## src/rtl/serial_tx_frame_if.sv

```systemverilog
// Handshake and line signals of the serial frame transmitter.
// The master side offers words; the slave side is the transmitter.
interface serial_tx_frame_if #(
  parameter int WIDTH = 8
);
  logic [WIDTH-1:0] data_in;
  logic             load_req;
  logic             ready;
  logic             serial_out;
  logic             busy;
  logic             bit_tick;

  modport master (
    output data_in,
    output load_req,
    input  ready,
    input  serial_out,
    input  busy,
    input  bit_tick
  );

  modport slave (
    input  data_in,
    input  load_req,
    output ready,
    output serial_out,
    output busy,
    output bit_tick
  );
endinterface

```

## src/rtl/serial_tx_frame.sv

```systemverilog
// Parallel-in, serial-out frame transmitter.
// Sends start bit, WIDTH data bits LSB-first, optional even parity, stop bit.
// Every serial bit lasts BAUD_DIV clocks; the line idles high.
module serial_tx_frame #(
  parameter int WIDTH     = 8,
  parameter int BAUD_DIV  = 4,
  parameter int PARITY_EN = 0
) (
  input  logic               clk,
  input  logic               reset,
  serial_tx_frame_if.slave   bus
);

  localparam int BW = (BAUD_DIV > 1) ? $clog2(BAUD_DIV) : 1;
  localparam int IW = (WIDTH > 1) ? $clog2(WIDTH) : 1;
  localparam logic [BW-1:0] BAUD_LAST = BW'(BAUD_DIV - 1);
  localparam logic [IW-1:0] BIT_LAST  = IW'(WIDTH - 1);

  typedef enum logic [2:0] {
    IDLE   = 3'd0,
    START  = 3'd1,
    DATA   = 3'd2,
    PARITY = 3'd3,
    STOP   = 3'd4
  } state_t;

  state_t           state_q, state_d;
  logic [BW-1:0]    baud_q, baud_d;
  logic [IW-1:0]    bit_q, bit_d;
  logic [WIDTH-1:0] shift_q, shift_d;
  logic             par_q, par_d;
  logic             serial_q, serial_d;
  logic             tick_q, tick_d;
  logic             bit_end;

  // Even parity bit: makes the total number of ones (data + parity) even.
  function automatic logic even_parity(input logic [WIDTH-1:0] word);
    return ^word;
  endfunction

  // Next-state, counter and registered-output decode.
  always_comb begin
    state_d  = state_q;
    baud_d   = baud_q;
    bit_d    = bit_q;
    shift_d  = shift_q;
    par_d    = par_q;
    serial_d = 1'b1;
    tick_d   = 1'b0;
    bit_end  = (baud_q == BAUD_LAST);

    // Baud counter only runs while a frame is in progress and never
    // passes its terminal value.
    if ((state_q == IDLE) || bit_end) begin
      baud_d = '0;
    end else begin
      baud_d = baud_q + BW'(1);
    end

    case (state_q)
      IDLE: begin
        bit_d = '0;
        if (bus.load_req) begin
          state_d = START;
          shift_d = bus.data_in;
          par_d   = even_parity(bus.data_in);
        end else begin
          state_d = IDLE;
        end
      end
      START: begin
        if (bit_end) begin
          state_d = DATA;
        end else begin
          state_d = START;
        end
      end
      DATA: begin
        if (bit_end) begin
          shift_d = shift_q >> 1;
          if (bit_q == BIT_LAST) begin
            bit_d   = '0;
            state_d = (PARITY_EN != 0) ? PARITY : STOP;
          end else begin
            bit_d = bit_q + IW'(1);
          end
        end else begin
          state_d = DATA;
        end
      end
      PARITY: begin
        if (bit_end) begin
          state_d = STOP;
        end else begin
          state_d = PARITY;
        end
      end
      STOP: begin
        if (bit_end) begin
          state_d = IDLE;
        end else begin
          state_d = STOP;
        end
      end
      default: begin
        state_d = IDLE;
      end
    endcase

    // Line level is decoded from the upcoming state so it changes on the
    // same edge as the state, including the accept edge.
    case (state_d)
      IDLE:    serial_d = 1'b1;
      START:   serial_d = 1'b0;
      DATA:    serial_d = shift_d[0];
      PARITY:  serial_d = par_d;
      STOP:    serial_d = 1'b1;
      default: serial_d = 1'b1;
    endcase

    if (state_d != IDLE) begin
      tick_d = (baud_d == BAUD_LAST);
    end else begin
      tick_d = 1'b0;
    end
  end

  // State, counters, shift register and registered outputs.
  always_ff @(posedge clk or negedge reset) begin
    if (!reset) begin
      state_q  <= IDLE;
      baud_q   <= '0;
      bit_q    <= '0;
      shift_q  <= '0;
      par_q    <= 1'b0;
      serial_q <= 1'b1;
      tick_q   <= 1'b0;
    end else begin
      state_q  <= state_d;
      baud_q   <= baud_d;
      bit_q    <= bit_d;
      shift_q  <= shift_d;
      par_q    <= par_d;
      serial_q <= serial_d;
      tick_q   <= tick_d;
    end
  end

  assign bus.ready      = (state_q == IDLE);
  assign bus.busy       = (state_q != IDLE);
  assign bus.serial_out = serial_q;
  assign bus.bit_tick   = tick_q;

endmodule

```

## src/flat_wrapper.sv

```systemverilog
// flat-port wrapper written by rule: the top's interface ports become plain ports
module serial_tx_frame_flat 
#(
  parameter int WIDTH     = 8,
  parameter int BAUD_DIV  = 4,
  parameter int PARITY_EN = 0
)
  (clk, reset, bus_data_in, bus_load_req, bus_ready, bus_serial_out, bus_busy, bus_bit_tick);
  serial_tx_frame_if #(.WIDTH(WIDTH)) bus_i ();
  input  logic clk;
  input  logic reset;
  input wire logic [$bits(bus_i.data_in)-1:0] bus_data_in;
  input wire logic [$bits(bus_i.load_req)-1:0] bus_load_req;
  output wire logic [$bits(bus_i.ready)-1:0] bus_ready;
  output wire logic [$bits(bus_i.serial_out)-1:0] bus_serial_out;
  output wire logic [$bits(bus_i.busy)-1:0] bus_busy;
  output wire logic [$bits(bus_i.bit_tick)-1:0] bus_bit_tick;
  assign bus_i.data_in = bus_data_in;
  assign bus_i.load_req = bus_load_req;
  assign bus_ready = bus_i.ready;
  assign bus_serial_out = bus_i.serial_out;
  assign bus_busy = bus_i.busy;
  assign bus_bit_tick = bus_i.bit_tick;
  serial_tx_frame #(.WIDTH(WIDTH), .BAUD_DIV(BAUD_DIV), .PARITY_EN(PARITY_EN)) u_core (.clk(clk), .reset(reset), .bus(bus_i));
endmodule
```

## config.mk

```make
export PLATFORM = sky130hd
export DESIGN_NAME = serial_tx_frame_flat
export DESIGN_NICKNAME = d
export VERILOG_FILES = /design/src/rtl/serial_tx_frame_if.sv /design/src/rtl/serial_tx_frame.sv /design/src/flat_wrapper.sv
export SDC_FILE = /design/constraint.sdc
export NUM_CORES = 1
export LEC_CHECK = 0
export ABC_AREA = 1
export CORE_MARGIN = 3
export CORE_UTILIZATION = 60
export CTS_BUF_LIST = sky130_fd_sc_hd__clkbuf_4
export CTS_CLUSTER_SIZE = 14
export DETAILED_ROUTE_END_ITERATION = 6
export PLACE_DENSITY = 0.94
export SYNTH_ARGS = -nofsm -noshare
export SYNTH_HDL_FRONTEND = slang
export SYNTH_SLANG_ARGS = --single-unit
```

## constraint.sdc

```tcl
create_clock -name clk -period 2.5 [get_ports clk]
set_input_delay 0.25 -clock clk [delete_from_list [all_inputs] [get_ports clk]]
set_output_delay 0.25 -clock clk [all_outputs]
set_load 0.03 [all_outputs]
```

---- Word level (Yosys, flattened, before mapping) ----
Index checks and enable logic that the tools add are counted.
operators by class
  add/subtract/negate cells ............... 2
  reduce and logical (&&, ||, !) cells .... 8
  eq/ne operators ......................... 12
  muxes and demuxes ....................... 18
operators by type and width
  operator                                                number
  two-way mux 3 bit                                       6
  two-way mux 8 bit                                       2
  case mux 8 bit (2 select lines)                         1
  case mux 3 bit (5 select lines)                         1
  equality test 3 x 2 -> 1 bit (second input constant)    4
  XOR reduction 8 bit                                     1
  equality test 3 x 1 -> 1 bit (second input constant)    2
  equality test 3 bit (second input constant)             2
  case mux 3 bit (2 select lines)                         1
  nonzero test 3 bit                                      2
  equality test 2 bit (second input constant)             2
  two-way mux 1 bit                                       4
  two-way mux 2 bit                                       2
  adder 3 x 1 -> 3 bit (second input constant)            1
  logical NOT 3 bit                                       1
  case mux 1 bit (3 select lines)                         1
  AND reduction 3 bit                                     1
  adder 2 x 1 -> 2 bit (second input constant)            1
  inequality test 2 x 1 -> 1 bit (second input constant)  1
  inequality test 2 bit (second input constant)           1
  AND reduction 2 bit                                     1
  nonzero test 2 bit                                      1
  logical OR 1 bit                                        1
word-level totals
  output and inout port bits .............. 4
  flip-flop bits (word level) ............. 19
  logic and storage cells ................. 48
  bits of input ports ..................... 11

---- Logic depth before layout (Yosys ltp) ----
  depth after elaboration ................. 6
  gate-level depth with buffers ........... 10
  gate-level depth less buffers ........... 10

---- Least setup slack after synthesis ----
Ideal clock, no wire load.
  path type ............................... register to register
  start ................................... register u_core.state_q[0]
  end ..................................... register u_core.shift_q[7]
  clock period less this slack ............ 1.457 ns
  library setup time ...................... 0.121 ns
  cell stages (with the launch flop) ...... 9
  setup slack ............................. 1.043 ns
  arrival time ............................ 1.335 ns
  buffers on the path ..................... 0
  data required time ...................... 2.379 ns
  path through ............................ dfrtp_1 -> inv_1 -> nand2_2 -> nor2_4 -> inv_2 -> nand2_2 -> o21ai_4 -> nand2_1 -> o21ai_1
between the ends
  longest elaborated chain between the ends .. 3
  elaborated cells on any way between the ends .. 7
  classes of those cells .................. 3 x eq/ne; 1 x mux; 3 x reduce/logical
RTL lines
  what                                                                          RTL line                text
  from (decl)                                                                   serial_tx_frame.sv:27   state_t state_q, state_d;
  from (signal assigned)                                                        serial_tx_frame.sv:139  state_q <= state_d;
  logical NOT 3 bit (*)                                                         --
  named net bus_ready                                                           flat_wrapper.sv:14      output wire logic [$bits(bus_i.ready)-1:0] bus_ready;
  inequality test 2 bit (no line) / nonzero test 2 bit (equally long branches)  --
  AND reduction 3 bit (no line)                                                 --
  to (signal assigned)                                                          serial_tx_frame.sv:142  shift_q <= shift_d;
  to (decl)                                                                     serial_tx_frame.sv:30   logic [WIDTH-1:0] shift_q, shift_d;
The timed path passes the listed nets; every way through them passes the cells marked *.
A chain may end at the register's enable or synchronous reset.

---- Final worst setup path ----
  start ................................... register u_core.state_q[1]
  end ..................................... output bus_busy
between the ends
  longest elaborated chain between the ends .. 1
RTL lines
  what                RTL line                text
  nonzero test 3 bit  serial_tx_frame.sv:150  assign bus.busy = (state_q != IDLE);
  to (decl)           flat_wrapper.sv:16      output wire logic [$bits(bus_i.busy)-1:0] bus_busy;
Every way passes these cells.

==> results.sh <==
export IMPL_period_minus_slack_ps=2070
export IMPL_grt_pass1_wl_mm=3.57
export IMPL_coreArea_um2=1630
export IMPL_reg2regPathDepth=9
export IMPL_drtAntennaViolNets=0
export IMPL_cts_hold_buf=0
export IMPL_power_density_nw_per_um2=1010
export IMPL_cp_end_kind="output pin"
export IMPL_synthTopCellsByArea="dfrtp_1 41%, nand2_1 22%, a22oi_1 4.7%, inv_1 4.4%, ha_1 3.4%"
export IMPL_port_buffer_count=14
export IMPL_synth_seq_cells=19
export IMPL_cts_buffers=3
export IMPL_area_delta_synth_final_pct=18.0
export IMPL_path_cells="clkinv_1, nand2_2, nor2_4, inv_2, clkdlybuf4s50_1"
export IMPL_critPathMaxFanout=6
export IMPL_grt_overflow_total=0
export IMPL_grt_usage=0.194
export IMPL_grt_max_degree=20
export IMPL_cts_tree="yes"
export IMPL_wl_mm=2.17
export IMPL_dp_hpwl_mm=1.68
export IMPL_synth_most_common_cell="nand2_1"
export IMPL_start_util=0.681
export IMPL_synth_largest_area_cell="dfrtp_1"
export IMPL_cts_repair_resized=0
export IMPL_slew_viol_final=0
export IMPL_antenna_cells=0
export IMPL_yosysSeqAreaShare=0.430
export IMPL_numClockSinks=19
export IMPL_worst_setup_path_start_kind="flip-flop"
export IMPL_grt_pass1_vias=863
export IMPL_total_leakage_power_nw=0.714
export IMPL_crit_slowest_cell="clkdlybuf4s50_1"
export IMPL_tightest_slew_ps=813
export IMPL_firstDrtPassIters=6
export IMPL_worst_slack_ps=430
export IMPL_clkSlewWorstSetupHoldPaths_ps=110
export IMPL_timing_fmax_mhz=483
export IMPL_finalCritPeriodShare=0.828
export IMPL_fin_skew_ps=10.1
export IMPL_gp_congestion=0.917
export IMPL_rsz0062_at_grt="false"
export IMPL_via_per_inst=5.15
export IMPL_synth_area_per_cell_um2=7.40
export IMPL_wl_per_cell_um=11.3
export IMPL_hold_class="in2async"
export IMPL_clk_root_buffer_cell="clkbuf_4"
export IMPL_hold_viol=0
export IMPL_h_tree_depth=1
export IMPL_post_place_ws_ps=765
export IMPL_die_w_um=49.0
export IMPL_die_y_um=49.0
export IMPL_drtIter0Drc=34
export IMPL_finalSetupViolCount=0
export IMPL_layout_drive_gt1_share=0.131
export IMPL_synthFlopType="dfrtp_1"
export IMPL_synth_nets=164
export IMPL_vdd_drop_max_mv=0.927
export IMPL_ys_async_sr_fraction=1.00
export IMPL_max_slew_margin_rel=0.456
export IMPL_n_fill_cell=109
export IMPL_netlist_instances=150
export IMPL_fp_row_count=14
export IMPL_antenna_found_initial=0
export IMPL_synth_edf_count=0
export IMPL_die_area_um2=2400
export IMPL_ys_types=25
export IMPL_postCtsSetupRepairBufs=0
export IMPL_pin_count=15
export IMPL_worstPathRequired_ps=2250
export IMPL_outcome="complete, no violations"
export IMPL_drv_cap=0
export IMPL_synth_common_cells="65 x nand2_1, 18 x dfrtp_1, 13 x inv_1"
export IMPL_nets=183
export IMPL_path_class="reg2out"
export IMPL_synthesis_area_um2=1110
export IMPL_clock_path_buffers=2
export IMPL_setup_tns_ps=0
export IMPL_worstPathArrival_ps=1820
export IMPL_yosys_warnings=0
export IMPL_final_util=0.804
export IMPL_drc=0
export IMPL_finalPower_w=0.00132
export IMPL_cpPeakStageDelay_ps=690
export IMPL_vias=989
export IMPL_worstSkewPairLatency_ps=300
export IMPL_synthDominantCellAreaShare=0.406
==> cells by family after synthesis <==
kind of cell | synth area share
flops | 0.430
fa+ha+maj | 0.0338
buf+inv | 0.0643
simple gates | 0.353
compound gates | 0.120
==> power by group <==
| group | leakage, nW | internal, W | total (W) | switching (W) |
|---|---|---|---|---|
| clock | 0.0184 | 0.0000731 | 0.000165 | 0.0000918 |
| combinational | 0.456 | 0.000244 | 0.000654 | 0.000409 |
| sequential | 0.240 | 0.000431 | 0.000503 | 0.0000716 |
==> flip-flops by register name, indices dropped and copies added (netlist names) <==
signal	cells
u_core.bus.bit_tick	1
u_core.bus.serial_out	1
u_core.baud_q	2
u_core.bit_q	3
u_core.par_q	1
u_core.state_q	3
u_core.shift_q	8
==> layer usage <==
layer / track usage / routed length, µm
met2: 0.314 / 1030
met1: 0.255 / 988
met4: 0.0427 / 7
met5: 0 / 0
met3: 0.0581 / 141
==> worst max-delay path, delay by kind of cell, from the launching register on <==
kind	cells	cell delay, ps
simple gates	2	190
buf+inv	3	970
flops	1	370
==> metrics by stage <==
step | hold WS, ps | instance area (µm²) | instances
floorplan | -45.6 | 1110 | 150
global placement | 444 | 1280 | 188
detailed placement | 449 | 1280 | 188
CTS | 428 | 1310 | 192
global route | 446 | 1310 | 192
finish | 403 | 1310 | 192
==> worst paths after layout <==
path                                   start             endpoint  slack, ps
setup / recovery           u_core.state_q[1]             bus_busy        430
hold / removal                         reset  u_core.bus.bit_tick        400
setup reg to reg             u_core.bit_q[0]  u_core.bus.bit_tick        960
hold reg to reg             u_core.baud_q[0]     u_core.baud_q[0]        460
max in group asynchronous              reset      u_core.bit_q[0]       1580
min in group clk            u_core.baud_q[0]     u_core.baud_q[0]        460
==> final cells by class <==
type	instances	area, µm²	area share
multi-input combinational	112	562	0.429
timing repair buffer	14	140	0.107
tap	24	30.0	0.0229
sequential	19	477	0.364
clock buffer	4	30.0	0.0229
inverter	19	71.3	0.0544
==> layout by cell type, fill, tap and decap left out, types with 4 or more instances in the layout <==
cell	Yosys	routed
nand2_1	65	65
dfrtp_1	18	18
clkdlybuf4s50_1	0	14
inv_1	13	13
nor2_1	9	9
a22oi_1	7	7
inv_2	5	5
nand3_1	5	5
nand2_2	4	4
o21ai_0	4	4
clkbuf_4	0	4
Power figures use the tool's default switching activity.
==> RTL edit (same settings) <==
`shift_q` no longer has a reset.
--- a/src/rtl/serial_tx_frame.sv
+++ b/src/rtl/serial_tx_frame.sv
@@ -131,7 +131,6 @@
       state_q  <= IDLE;
       baud_q   <= '0;
       bit_q    <= '0;
-      shift_q  <= '0;
       par_q    <= 1'b0;
       serial_q <= 1'b1;
       tick_q   <= 1'b0;
@@ -139,11 +138,14 @@
       state_q  <= state_d;
       baud_q   <= baud_d;
       bit_q    <= bit_d;
-      shift_q  <= shift_d;
       par_q    <= par_d;
       serial_q <= serial_d;
       tick_q   <= tick_d;
     end
+  end
+
+  always_ff @(posedge clk) begin
+    shift_q <= shift_d;
   end
 
   assign bus.ready      = (state_q == IDLE);
Function: same outputs for any inputs over 10 cycles, from zero or initial values and one cycle with reset low; that may be too few to reach the edited logic, so the function may still have changed.
==> RTL edit against the original RTL <==
Synthesized cell count decreased by 7.3%; hold slack worse by 0.14 ns; sequential cell count is the same; maximum frequency up 0.96%; routed wire length is 5.9% lower; total power shrank 3.8%; synthesized area fell by 3.6%; setup slack gained 0.020 ns; cell area is 3.2% lower; utilization down 0.82 points; count of clock-buffer cells in the layout stayed put; critical path type unchanged; highest routed layer unchanged.
==> RTL edit: results (changes against the original RTL) <==
metric,value,unit,change
status,completed,,unchanged
nFillCells,118,,was 109
max-clock-path-buffers,2,,unchanged
synth_area_leaders,"dfrtp_1, edfxtp_1, nand2_1, nand3_1, inv_1",,"was dfrtp_1, nand2_1, a22oi_1, inv_1, ha_1"
synthTopCellsByCount,"nand2_1, nand3_1, inv_1, dfrtp_1, nor2_1",,"was nand2_1, dfrtp_1, inv_1, nor2_1, a22oi_1"
critPathTopFamily,buffers and inverters,,unchanged
synth_seq_area_share,47.4,%,was 43.0%
critPathArrivalTime,1.80,ns,was 1.82 ns
antenna_found_initial,0,,unchanged
drtIter0Drc,25,,was 34
r2r_slack,0.56,ns,was 0.96 ns
p_leak,0.636,nW,was 0.714 nW
hold_slack,0.264,ns,was 0.403 ns
drtPass1Iterations,4,,was 6
async_reset_ff_share,57.9,%,was 100%
numCtsBuffers,3,,unchanged
num_vias,933,,was 989
syn_nets,153,,was 164
top_regs,"u_core.shift_q x8, u_core.bit_q x3, u_core.state_q x3",,unchanged
grt_max_degree,14,,was 20
gp_congestion,0.827,,was 0.917
synth_edf_count,7,,was 0
yosysUniqueCellTypes,26,,was 25
cts_setup_buffers,0,,unchanged
dp_hpwl,1640,um,was 1680 um
fin_worst_skew,0.00912,ns,was 0.0101 ns
cpPeakStageDelay,0.67,ns,was 0.69 ns
grt_pass1_vias,850,,was 863
drive_above_1_share,8.97,%,was 13.1%
yosysTopAreaCell,dfrtp_1,,unchanged
antennaDiodeCount,0,,unchanged
drt_wl_total,2040,um,was 2170 um
peakVddDrop,0.000639,V,was 0.000927 V
fin_nets,171,,was 183
yosys_warnings,0,,unchanged
grt_pass1_wl,3310,um,was 3570 um
tightest_slew,0.557,ns,was 0.813 ns
grt_use_total,21.3,%,was 19.4%
placed_area,1240,um^2,was 1280 um^2
slowest_stage,clkdlybuf4s50_1,,unchanged
-- RTL edit: worst paths after layout --
| check | startpoint | endpoint | depth (start not counted) |
|---|---|---|---|
| worst min-delay path | reset | u_core.bit_q[2]$_DFFE_PN0P_ | 1 |
| worst max register to register | u_core.baud_q[0]$_DFF_PN0_ | u_core.shift_q[2]$_DFFE_PP_ | 3 |
| max in group asynchronous | reset | u_core.bus.serial_out$_DFF_PN1_ | 1 |
| worst max-delay path | u_core.state_q[2]$_DFF_PN0_ | bus_ready | 4 |
| min in group clk | u_core.baud_q[0]$_DFF_PN0_ | u_core.baud_q[0]$_DFF_PN0_ | 1 |
| worst min register to register | u_core.baud_q[0]$_DFF_PN0_ | u_core.baud_q[0]$_DFF_PN0_ | 1 |
-- RTL edit: power by group --
part | switching [mW] | internal, mW
Sequential | 0.0536 | 0.469
Combinational | 0.374 | 0.209
Clock | 0.0926 | 0.0732
-- RTL edit: through the flow --
stage	setup WS (ns)	power (mW)	utilization [%]	std cells
2_1_floorplan	1.04	0.935	-	139
3_3_place_gp	0.686	1.08	77.7	176
3_5_place_dp	0.607	1.11	77.7	176
4_1_cts	0.443	1.28	79.6	180
5_1_grt	0.349	1.37	79.6	180
6_report	0.450	1.27	79.6	180
-- RTL edit: kinds of logic after synthesis --
| kind of cell | share of synthesized area, % |
|---|---|
| adder cells (fa/ha/maj) | 3.51 |
| buffers and inverters | 7.37 |
| AO/OA/AOI/OAI | 7.37 |
| AND/OR/NAND/NOR | 34.4 |
| flip-flops | 47.4 |
-- RTL edit: cell type report --
cell class,instances,share of cell area (%)
Clock buffer,4,2.37
Sequential cell,19,39.9
Multi-Input combinational cell,100,38.2
Inverter,18,5.52
Timing Repair Buffer,15,11.6
Tap cell,24,2.37
-- RTL edit: routing by layer --
layer	track usage, %	vias to the layer above	wire length (um)
met2	37.0	22	1060
met4	15.6	0	72
met3	4.80	7	73
met5	0	-	0
li1	-	485	-
met1	22.2	419	837
